--- src/rtl/change_dispenser_pkg.sv ---
// Shared encodings for the change dispenser: FSM states, coin selects and
// completion status codes.
package change_pkg;

  typedef enum logic [1:0] {
    ST_IDLE     = 2'd0,
    ST_CALC     = 2'd1,
    ST_DISPENSE = 2'd2,
    ST_DONE     = 2'd3
  } state_t;

  typedef enum logic [1:0] {
    SEL_LO  = 2'd0,
    SEL_MID = 2'd1,
    SEL_HI  = 2'd2
  } coin_sel_t;

  typedef enum logic [1:0] {
    STATUS_PAID  = 2'd0,
    STATUS_EXACT = 2'd1,
    STATUS_SHORT = 2'd2
  } status_t;

endpackage

--- src/rtl/change_dispenser_coin_picker.sv ---
// Greedy coin selection: picks the largest denomination not exceeding the
// outstanding amount. Purely combinational.
module coin_picker
  import change_pkg::*;
#(
  parameter int MONEY_W  = 5,
  parameter int COIN_HI  = 10,
  parameter int COIN_MID = 5,
  parameter int COIN_LO  = 1
) (
  input  logic [MONEY_W-1:0] remaining,
  output coin_sel_t          coin_sel,
  output logic [MONEY_W-1:0] coin_value
);

  localparam logic [MONEY_W-1:0] HI_V  = MONEY_W'(COIN_HI);
  localparam logic [MONEY_W-1:0] MID_V = MONEY_W'(COIN_MID);
  localparam logic [MONEY_W-1:0] LO_V  = MONEY_W'(COIN_LO);

  // largest-first denomination choice
  always_comb begin
    coin_sel   = SEL_LO;
    coin_value = LO_V;
    if (remaining >= HI_V) begin
      coin_sel   = SEL_HI;
      coin_value = HI_V;
    end else if (remaining >= MID_V) begin
      coin_sel   = SEL_MID;
      coin_value = MID_V;
    end else begin
      coin_sel   = SEL_LO;
      coin_value = LO_V;
    end
  end

endmodule

--- src/rtl/change_dispenser.sv ---
// Settle-request change dispenser: computes change, pays it greedily one coin
// per valid/ready handshake. Optional per-coin counters: CHANGE_DISPENSER_COIN_COUNT_EN.
module change_dispenser
  import change_pkg::*;
#(
  parameter int MONEY_W  = 5,
  parameter int COIN_HI  = 10,
  parameter int COIN_MID = 5,
  parameter int COIN_LO  = 1,
  parameter int COUNT_W  = 4
) (
  input  logic               clock,
  input  logic               reset,
  input  logic               start,
  input  logic               mode,
  input  logic [MONEY_W-1:0] input_money,
  input  logic [MONEY_W-1:0] value_to_pay,
  input  logic               coin_ready,
  output logic               coin_valid,
  output logic [1:0]         coin_sel,
  output logic [MONEY_W-1:0] change_total,
  output logic               busy,
  output logic               done,
  output logic [1:0]         status
`ifdef CHANGE_DISPENSER_COIN_COUNT_EN
  ,
  output logic [COUNT_W-1:0] count_hi,
  output logic [COUNT_W-1:0] count_mid,
  output logic [COUNT_W-1:0] count_lo
`endif
);

  state_t             state, next_state;
  logic               mode_q;
  logic [MONEY_W-1:0] money_q, price_q, remaining;
  logic [MONEY_W-1:0] calc_total, pick_value;
  status_t            calc_status, status_q;
  coin_sel_t          pick_sel;
  logic               accept, take;

  assign accept     = (state == ST_IDLE) && start;
  assign coin_valid = (state == ST_DISPENSE);
  assign take       = coin_valid && coin_ready;
  assign busy       = (state != ST_IDLE);
  assign done       = (state == ST_DONE);
  assign status     = status_q;
  assign coin_sel   = coin_valid ? pick_sel : SEL_LO;

  coin_picker #(
    .MONEY_W  (MONEY_W),
    .COIN_HI  (COIN_HI),
    .COIN_MID (COIN_MID),
    .COIN_LO  (COIN_LO)
  ) u_picker (
    .remaining  (remaining),
    .coin_sel   (pick_sel),
    .coin_value (pick_value)
  );

  // settle amount and outcome from the latched request
  always_comb begin
    calc_total  = money_q;
    calc_status = STATUS_PAID;
    if (mode_q) begin
      if (money_q < price_q) begin
        calc_total  = money_q;
        calc_status = STATUS_SHORT;
      end else if (money_q == price_q) begin
        calc_total  = '0;
        calc_status = STATUS_EXACT;
      end else begin
        calc_total  = money_q - price_q;
        calc_status = STATUS_PAID;
      end
    end else begin
      calc_total  = money_q;
      calc_status = STATUS_PAID;
    end
  end

  // state register
  always_ff @(posedge clock) begin
    if (!reset) state <= ST_IDLE;
    else        state <= next_state;
  end

  // next-state logic
  always_comb begin
    next_state = state;
    case (state)
      ST_IDLE:     next_state = start ? ST_CALC : ST_IDLE;
      ST_CALC:     next_state = (calc_total != '0) ? ST_DISPENSE : ST_DONE;
      ST_DISPENSE: next_state = (take && (remaining == pick_value)) ? ST_DONE : ST_DISPENSE;
      ST_DONE:     next_state = ST_IDLE;
      default:     next_state = ST_IDLE;
    endcase
  end

  // request latch, result registers and outstanding amount
  always_ff @(posedge clock) begin
    if (!reset) begin
      mode_q       <= 1'b0;
      money_q      <= '0;
      price_q      <= '0;
      remaining    <= '0;
      change_total <= '0;
      status_q     <= STATUS_PAID;
    end else begin
      case (state)
        ST_IDLE: begin
          if (start) begin
            mode_q  <= mode;
            money_q <= input_money;
            price_q <= value_to_pay;
          end
        end
        ST_CALC: begin
          change_total <= calc_total;
          remaining    <= calc_total;
          status_q     <= calc_status;
        end
        ST_DISPENSE: begin
          if (coin_ready) remaining <= remaining - pick_value;
        end
        default: ;
      endcase
    end
  end

`ifdef CHANGE_DISPENSER_COIN_COUNT_EN
  function automatic logic [COUNT_W-1:0] sat_inc(input logic [COUNT_W-1:0] v);
    return (&v) ? v : v + COUNT_W'(1);
  endfunction

  // per-denomination coin counters, saturating
  always_ff @(posedge clock) begin
    if (!reset || accept) begin
      count_hi  <= '0;
      count_mid <= '0;
      count_lo  <= '0;
    end else if (take) begin
      case (pick_sel)
        SEL_HI:  count_hi  <= sat_inc(count_hi);
        SEL_MID: count_mid <= sat_inc(count_mid);
        SEL_LO:  count_lo  <= sat_inc(count_lo);
        default: ;
      endcase
    end
  end
`else
  logic [COUNT_W-1:0] count_unused;
  assign count_unused = '0;
`endif

endmodule

--- config.mk ---
export PLATFORM = sky130hd
export DESIGN_NAME = change_dispenser
export DESIGN_NICKNAME = d
export VERILOG_FILES = /design/src/rtl/change_dispenser_pkg.sv /design/src/rtl/change_dispenser_coin_picker.sv /design/src/rtl/change_dispenser.sv
export SDC_FILE = /design/constraint.sdc
export NUM_CORES = 1
export LEC_CHECK = 0
export CAP_MARGIN = 20
export CORE_MARGIN = 10
export CORE_UTILIZATION = 29
export CTS_CLUSTER_SIZE = 30
export DETAILED_ROUTE_END_ITERATION = 7
export PLACE_DENSITY = 0.57
export SYNTH_ARGS = -nofsm -noshare
export SYNTH_HDL_FRONTEND = slang
export SYNTH_HIERARCHICAL = 1
export SYNTH_SLANG_ARGS = --single-unit
--- constraint.sdc ---
create_clock -name clock -period 3.9 [get_ports clock]
set_input_delay 0.78 -clock clock [delete_from_list [all_inputs] [get_ports clock]]
set_output_delay 0.78 -clock clock [all_outputs]
set_load 0.05 [all_outputs]
# --- Yosys cells after proc, flatten, opt, wreduce, memory -nomap -nowiden ---
# Cells that the tools add are included.
word_totals:
  out_inout_bits: 12
  input_bits: 15
  ff_bits: 25
  word_cells: 43
op_classes:
  n_reduce_logical: 8
  add_sub_neg: 2
  n_lt_le_gt_ge: 3
  eq_ne: 6
  muxes: 17
ops:
  columns: ["cell", "count"]
  rows:
  - ["two-way mux 5 bit", 5]
  - ["== test 5 bit", 2]
  - ["one-hot mux 5 bit (2 select lines)", 1]
  - ["subtractor 5 bit", 2]
  - ["two-way mux 2 bit", 4]
  - ["one-hot mux 2 bit (4 select lines)", 1]
  - [">= comparator 5 x 3 -> 1 bit (second input constant)", 1]
  - [">= comparator 5 x 4 -> 1 bit (second input constant)", 1]
  - ["< comparator 5 bit", 1]
  - ["two-way mux 1 bit", 5]
  - ["nonzero test 5 bit", 1]
  - ["== test 2 bit (second input constant)", 2]
  - ["AND reduction 2 bit", 2]
  - ["nonzero test 2 bit", 2]
  - ["two-way mux 3 bit", 1]
  - ["== test 2 x 1 -> 1 bit (second input constant)", 1]
  - ["logical AND 1 bit", 2]
  - ["logical NOT 2 bit", 1]
  - ["inequality test 2 bit (second input constant)", 1]

# --- Logic depth before layout (Yosys ltp) ---
# Gate-level depths: netlist of run 1.
logic_depth:
  depth_word: 7
  ltp_mapped: 11
  ltp_nobuf: 11

# --- Cells and area by module ---
# Netlist of run 1, hierarchy kept.
by_module_without_submodules:
  columns: ["mod", "seq_area_each_um2", "n_inst", "area_each_um2", "cells_each"]
  rows:
  - ["change_dispenser", 500.5, 1, 1610.3, 195]
  - ["coin_picker", 0.0, 1, 71.3, 12]

# --- Least setup slack after synthesis of run 1 ---
# No wires, ideal clock.
synth_path:
  path_kind: "register to register"
  from: "reg remaining[3]"
  to: "reg remaining[4]"
  arrival_ns: 2.320
  path_stages_with_launch: 12
  period_less_slack_ns: 2.390
  path_slack_ns: 1.510
  setup_time_ns: 0.070
  t_required_ns: 3.830
  path_buffers: 1
  cell_sequence: "dfxtp_1 -> inv_1 -> or3_1 -> a21oi_1 -> buf_4 -> inv_1 -> ha_1 -> a21o_1 -> a21oi_2 -> xnor2_1 -> or4b_1 -> a21oi_1"
synth_between:
  elab_chain_cells: 6
  elab_cells_between_ends: 7
  cone_classes: "add/sub (1); order compare (2); mux (4)"
synth_lines:
  columns: ["element", "line", "text"]
  rows:
  - ["start, declared", "change_dispenser.sv:35", "logic [MONEY_W-1:0] money_q, price_q, remaining;"]
  - ["start signal, assigned", "change_dispenser.sv:119", "remaining <= calc_total;"]
  - ["start signal, assigned", "change_dispenser.sv:123", "if (coin_ready) remaining <= remaining - pick_value;"]
  - [">= comparator 5 x 3 -> 1 bit", "change_dispenser_coin_picker.sv:27", "end else if (remaining >= MID_V) begin"]
  - ["two-way mux 3 bit", "change_dispenser_coin_picker.sv:27", null]
  - ["two-way mux 5 bit *", "change_dispenser_coin_picker.sv:24", "if (remaining >= HI_V) begin"]
  - ["via pick_value[2]", "change_dispenser.sv:36", "logic [MONEY_W-1:0] calc_total, pick_value;"]
  - ["subtractor 5 bit *", "change_dispenser.sv:123", null]
  - ["two-way mux 5 bit *", "change_dispenser.sv:123", null]
  - ["one-hot mux 5 bit (2 select lines) *", "change_dispenser.sv:109", "case (state)"]
# Mark *: on every way through the listed nets, which the timed path passes. The rest lies on a longest branch. The select of a mux whose other input is x is not followed.
# A chain may end at the register's enable or synchronous reset.

# --- Worst setup path after layout of run 1 ---
layout_path:
  from: "reg remaining[3]"
  to: "out coin_sel[0]"
layout_between:
  elab_chain_cells: 4
  elab_cells_between_ends: 5
  cone_classes: "order compare (2); mux (3)"
layout_lines:
  columns: ["element", "line", "text"]
  rows:
  - [">= comparator 5 x 3 -> 1 bit", "change_dispenser_coin_picker.sv:27", null]
  - ["two-way mux 1 bit", "change_dispenser_coin_picker.sv:27", null]
  - ["two-way mux 2 bit *", "change_dispenser_coin_picker.sv:24", null]
  - ["via pick_sel[0]", "change_dispenser.sv:38", "coin_sel_t pick_sel;"]
  - ["two-way mux 2 bit *", "change_dispenser.sv:47", "assign coin_sel = coin_valid ? pick_sel : SEL_LO;"]
  - ["end, declared", "change_dispenser.sv:20", "output logic [1:0] coin_sel,"]
# Mark *: on every way through the listed nets, which the timed path passes. The rest lies on a longest branch.

==> metrics.log, run 1 <==
INFO  metric postSynthRegisterBits = 25
INFO  metric drc = 0
INFO  metric placementRows = 27
INFO  metric netlist-cell-type-count = 44
INFO  metric cts_buffers = 3
INFO  metric overall_via_count_from_detail_route = 1375
INFO  metric critPathRequiredTime = 3.12 ns
INFO  metric worst_hold_path_type = reg2reg
INFO  metric clock_latency = 0.27 ns
INFO  metric fin_tns_setup = 0 ns
INFO  metric groute.usage.overall = 8.08%
INFO  metric io_port_bufs = 26
INFO  metric area_delta_synth_final = 20.1%
INFO  metric syn-cell-area = 0.00168 mm2
INFO  metric initial_antenna_violation_count = 0
INFO  metric placeableCoreArea = 0.00557 mm2
INFO  metric async_flop_share = 0%
INFO  metric ctsHoldBuffers = 0
INFO  metric use_met2 = 13.8%
INFO  metric power.density = 435 mW/mm2
INFO  metric cp_max_fo = 4
INFO  metric critical_path.max_stage_delay = 0.79 ns
INFO  metric dr.first_iter.drc_count = 55
INFO  metric largest_clock_skew_in_the_final_design = 0.00427 ns
INFO  metric stdcell_area = 0.00202 mm2
INFO  metric final_max_slew_viol_count = 0
INFO  metric maxSlewHeadroom = 66.2%
INFO  metric floorplan.die.height = 96.2 um
INFO  metric grt_pass1_wl = 6.10 mm
INFO  metric numClockSinks = 25
INFO  metric fin_nets = 259
INFO  metric grtUsageMet1 = 9.94%
INFO  metric met3_track_demand_over_resource_in_global_routing = 2.49%
INFO  metric grt_setup_unrepaired = false
INFO  metric most_utilized_layer_in_the_global_route_result = met2
INFO  metric synth_ff_type = dfxtp_1
INFO  metric timing.final.hold_violations = 0
INFO  metric grt_max_degree = 16
INFO  metric worst-setup-path-type = reg2out
INFO  metric globalplace.congestion = 0.837
INFO  metric cts.htree.levels = 1
INFO  metric first_global_vias = 1370
INFO  metric worstMarginPinSlew = 0.505 ns
INFO  metric postCtsSetupRepairBufs = 0
INFO  metric ys_seq_area_share = 29.8%
INFO  metric synth.net_count = 238
INFO  metric num-fill-cells = 608
INFO  metric dieArea = 0.00924 mm2
INFO  metric worst_ir_drop_vdd = 0.210 mV
INFO  metric final_cell_count_no_fill = 299
INFO  metric cells_along_the_critical_path = inv_1 > or3_1 > a21oi_1 > and2_1 > clkdlybuf4s50_1
INFO  metric routed_wirelength = 3.61 mm
INFO  metric gr-total-overflow = 0
INFO  metric start_util = 30.2%
INFO  metric maxClockFrequency = 342 MHz
INFO  metric avgSynthCellArea = 8.12 um2
INFO  metric period_share = 75.0%
INFO  metric placed_area = 0.00197 mm2
INFO  metric arrival = 2.14 ns
INFO  metric cts_tree = yes
INFO  metric cell_with_the_largest_stage_delay_on_the_worst_path = clkdlybuf4s50_1
INFO  metric synth_warnings = 6
INFO  metric cts-resized-gates = 0
INFO  metric p_total = 878 uW
INFO  metric preCtsSetupSlack = 1.28 ns
INFO  metric detailed_place_hpwl = 2.92 mm
INFO  metric post_dr_wirelength_cell = 12.1 um
INFO  metric synth-edff-count = 0
INFO  metric layout-drive-gt1-share = 3.96%
INFO  metric report.final.setup_viol = 0
INFO  metric leakagePower = 0.775 nW
INFO  metric run_status = completed
INFO  metric clk_path_buf_depth = 2
INFO  metric endpoint_kind = output pin
INFO  metric setup_ws_post_layout = 0.977 ns
INFO  metric max-cap-violations = 0
INFO  metric drt-vias-per-instance = 4.60
INFO  metric die-width = 96.2 um
INFO  metric detail-route-antenna-nets = 0
INFO  metric drt_first_pass_iters = 4
INFO  metric clkSlewWorstSetupHoldPaths = 0.08 ns
INFO  metric post_synth_inst_count = 207
INFO  metric layout_min_cycle_time = 2.92 ns
INFO  metric num_io_pins = 27
INFO  metric cts.root.buffer_cell = clkbuf_8
INFO  metric worst_setup_path_start_kind = flop
INFO  metric n_antenna_cell = 0
INFO  metric dp.cells = 295
[cell type report]
class                      count  area, um2  area share (%)
inverter                      22       82.6            4.09
tap                           72       90.1            4.46
multi-input combinational    149       1030            51.2
clock buffer                   4       45.0            2.23
timing repair buffer          27        268            13.3
sequential                    25        500            24.8
[cell families after synthesis]
family | count (synthesis) | synth area share, %
buffers and inverters | 33 | 8.78
muxes | 3 | 1.79
DFF | 25 | 29.8
and+or+nand+nor | 71 | 21.7
xor gates and xnor gates | 5 | 2.60
AOI/OAI and AO/OA | 53 | 22.3
adders and majority gates | 16 | 12.8
other | 1 | 0.223
[critical path: cells and delay by family, from the launching register on]
kind | cells | cell delay [ns]
buffers and inverters | 2 | 0.86
AOI/OAI and AO/OA | 1 | 0.16
and+or+nand+nor | 2 | 0.48
DFF | 1 | 0.38
[state kept, by name (all words and copies together), names as in the netlist]
name,flops
status,2
price_q,5
mode_q,1
change_total,5
money_q,5
state,2
remaining,5
[cells in the mapped netlist (all sizes together), types with 3 or more instances]
cell / count / share of area [%]
nand2: 33 / 7.4
dfxtp: 25 / 30
inv: 22 / 4.9
ha: 14 / 10
a21boi: 12 / 5.4
o21ai: 12 / 3.8
a21oi: 9 / 2.9
and2: 7 / 2.6
buf: 6 / 2.8
nand2b: 6 / 2.2
clkbuf: 5 / 1.1
nor2b: 5 / 1.9
o211ai: 5 / 2.2
nand3: 4 / 1.2
a31oi: 3 / 2.0
mux2i: 3 / 1.8
nand3b: 3 / 1.3
nor3: 3 / 0.89
o221ai: 3 / 1.6
xor2: 3 / 1.6
[power breakdown]
| group | switching (mW) | internal (mW) |
|---|---|---|
| sequential | 0.0248 | 0.284 |
| combinational | 0.236 | 0.181 |
| clock | 0.0800 | 0.0731 |
[stage by stage]
stage / utilization (%) / hold slack, ns
after floorplan: - / 0.443
after global placement: 35.4 / 0.455
after detailed placement: 35.4 / 0.461
after CTS: 36.2 / 0.474
after global routing: 36.2 / 0.491
final: 36.2 / 0.468
[layer usage]
metal / up-vias / wire (um) / part of all wire, %
li1: 744 / - / -
met1: 604 / 1750 / 48
met2: 23 / 1660 / 46
met3: 4 / 194 / 5.4
met4: 0 / 14 / 0.39
met5: - / 0 / 0
[worst paths after layout]
check	start	depth (start not counted)	slack [ns]	to
max	remaining[3]	5	0.98	coin_sel[0]
min	price_q[2]	2	0.47	price_q[2]
max reg2reg	remaining[3]	10	1.44	remaining[4]
min reg2reg	price_q[2]	2	0.47	price_q[2]
[layout by cell type (no fill, tap or decap), drive strengths merged, types with 6 or more instances in the layout]
cell,n
clkdlybuf4s50,26
o21ai,12
nand2b,6
a21oi,9
nand2,33
ha,14
inv,22
and2,7
dfxtp,25
a21boi,12
Note: power is estimated with default switching activity, not from simulation.
==> inputs of run 2 (changes only) <==
==> constraint.sdc (replaced) <==
create_clock -name clock -period 2.8 [get_ports clock]
set_input_delay 0.56 -clock clock [delete_from_list [all_inputs] [get_ports clock]]
set_output_delay 0.56 -clock clock [all_outputs]
set_load 0.05 [all_outputs]
==> run 2 against run 1 <==
Critical path depth shrank 1. Combinational power grew 39%. Power grew 39%. Sequential share of layout area is essentially flat. Sequential power grew 39%. Worst setup slack lost 0.73 ns. Final area shrank 0.12%. Final cell count is the same. Via count shrank 0.22%.
==> metrics.log, run 2 (same netlist as run 1, synthesis figures left out) <==
INFO  metric drt-vias-per-instance = 4.59
INFO  metric multi_input_area = 0.00103 mm2
INFO  metric grt_max_degree = 27
INFO  metric arrival = 1.99 ns
INFO  metric groute.usage.overall = 8.03%
INFO  metric start_util = 30.2%
INFO  metric postCtsSetupRepairBufs = 0
INFO  metric overall_via_count_from_detail_route = 1372
INFO  metric fin_tns_setup = 0 ns
INFO  metric worst-setup-path-type = reg2out
INFO  metric timing.hold.worst.start = price_q[4]
INFO  metric layout-drive-gt1-share = 4.41%
INFO  metric num-fill-cells = 595
INFO  metric detailed_place_hpwl = 2.93 mm
INFO  metric worst_hold_path_type = reg2reg
INFO  metric timing.final.hold_violations = 0
INFO  metric drt_first_pass_iters = 4
INFO  metric largest_clock_skew_in_the_final_design = 0.00404 ns
INFO  metric endpoint_kind = output pin
INFO  metric gr-total-overflow = 0
INFO  metric sequential_cell_area = 500 um2
INFO  metric cts_tree = yes
INFO  metric cts.root.buffer_cell = clkbuf_8
INFO  metric placementRows = 27
INFO  metric first_global_vias = 1380
INFO  metric power.density = 606 mW/mm2
INFO  metric num_io_pins = 27
INFO  metric regToRegStartpoint = remaining[3]
INFO  metric worst_ir_drop_vdd = 0.248 mV
INFO  metric worstSetupStartpoint = state[0]
INFO  metric die-width = 96.2 um
INFO  metric mostFrequentLayoutCells = nand2_1, dfxtp_1, clkdlybuf4s50_1
INFO  metric clk_path_buf_depth = 2
INFO  metric dr.first_iter.drc_count = 59
INFO  metric clock_latency = 0.27 ns
INFO  metric layout_min_cycle_time = 2.55 ns
INFO  metric cts.htree.levels = 1
INFO  metric io_port_bufs = 26
INFO  metric clkSlewWorstSetupHoldPaths = 0.09 ns
INFO  metric initial_antenna_violation_count = 0
INFO  metric grt_setup_unrepaired = false
INFO  metric area_delta_synth_final = 19.9%
INFO  metric mostFrequentLayoutCell = nand2_1
INFO  metric run_status = completed
INFO  metric placeableCoreArea = 0.00557 mm2
INFO  metric floorplan.die.height = 96.2 um
INFO  metric n_antenna_cell = 0
INFO  metric cts_buffers = 3
INFO  metric grt_pass1_wl = 6.20 mm
INFO  metric worstMarginPinSlew = 0.513 ns
INFO  metric dieArea = 0.00924 mm2
INFO  metric maxSlewHeadroom = 65.7%
INFO  metric fin_nets = 259
INFO  metric numClockSinks = 25
INFO  metric detail-route-antenna-nets = 0
INFO  metric critPathRequiredTime = 2.24 ns
INFO  metric drc = 0
INFO  metric ctsHoldBuffers = 0
INFO  metric period_share = 91.0%
INFO  metric cts-resized-gates = 0
INFO  metric cp_max_fo = 8
INFO  metric post_dr_wirelength_cell = 12.0 um
INFO  metric report.final.setup_viol = 0
INFO  metric leakagePower = 0.777 nW
INFO  metric globalplace.congestion = 0.837
INFO  metric routed_wirelength = 3.58 mm
INFO  metric max-cap-violations = 0
INFO  metric final_max_slew_viol_count = 0
INFO  metric post-route-util = 36.2%
INFO  metric worst_setup_path_start_kind = flop
INFO  metric maxClockFrequency = 392 MHz
## run 2: cell type report
type / count / share of cell area [%]
well taps: 72 / 4.47
flip-flops and latches: 25 / 24.8
multi-input cells: 149 / 51.2
repair buffers: 27 / 13.2
clock buffers: 4 / 2.23
inverters: 22 / 4.09
## run 2: layer usage
layer | global-route usage [%] | share of wire, % | up-vias
li1 | - | - | 742
met1 | 10.3 | 49 | 607
met2 | 13.2 | 45 | 19
met3 | 2.33 | 5.1 | 4
met4 | 1.11 | 0.56 | 0
met5 | 0 | 0 | -
## run 2: final timing paths
check                 end  slack, ns  depth (start not counted)
min            price_q[4]       0.47                          2
min reg2reg    price_q[4]       0.47                          2
max reg2reg  remaining[4]       0.35                         10
max           coin_sel[1]       0.25                          4
## run 2: worst max-delay path, cell delays in order (launching register included)
cell and delay, ns:
dfxtp_1 0.34, inv_1 0.10, ha_1 0.32, and2_1 0.17, clkdlybuf4s50_1 0.79
## run 2: per-stage QoR
step | power, mW | setup WS (ns) | instance area [um2] | instances | hold WS [ns]
after floorplan | 0.896 | 0.410 | 1680 | 207 | 0.443
after global placement | 1.02 | 0.439 | 1970 | 295 | 0.456
after detailed placement | 1.02 | 0.373 | 1970 | 295 | 0.465
after CTS | 1.24 | 0.225 | 2020 | 299 | 0.479
after global routing | 1.33 | 0.140 | 2020 | 299 | 0.510
final | 1.22 | 0.251 | 2020 | 299 | 0.472
## run 2: where the power goes
group	internal [mW]	leakage [nW]	switching (mW)	total (mW)
Combinational	0.251	0.550	0.329	0.580
Clock	0.102	0.0228	0.111	0.213
Sequential	0.395	0.204	0.0336	0.429
Total	0.748	0.777	0.474	1.22
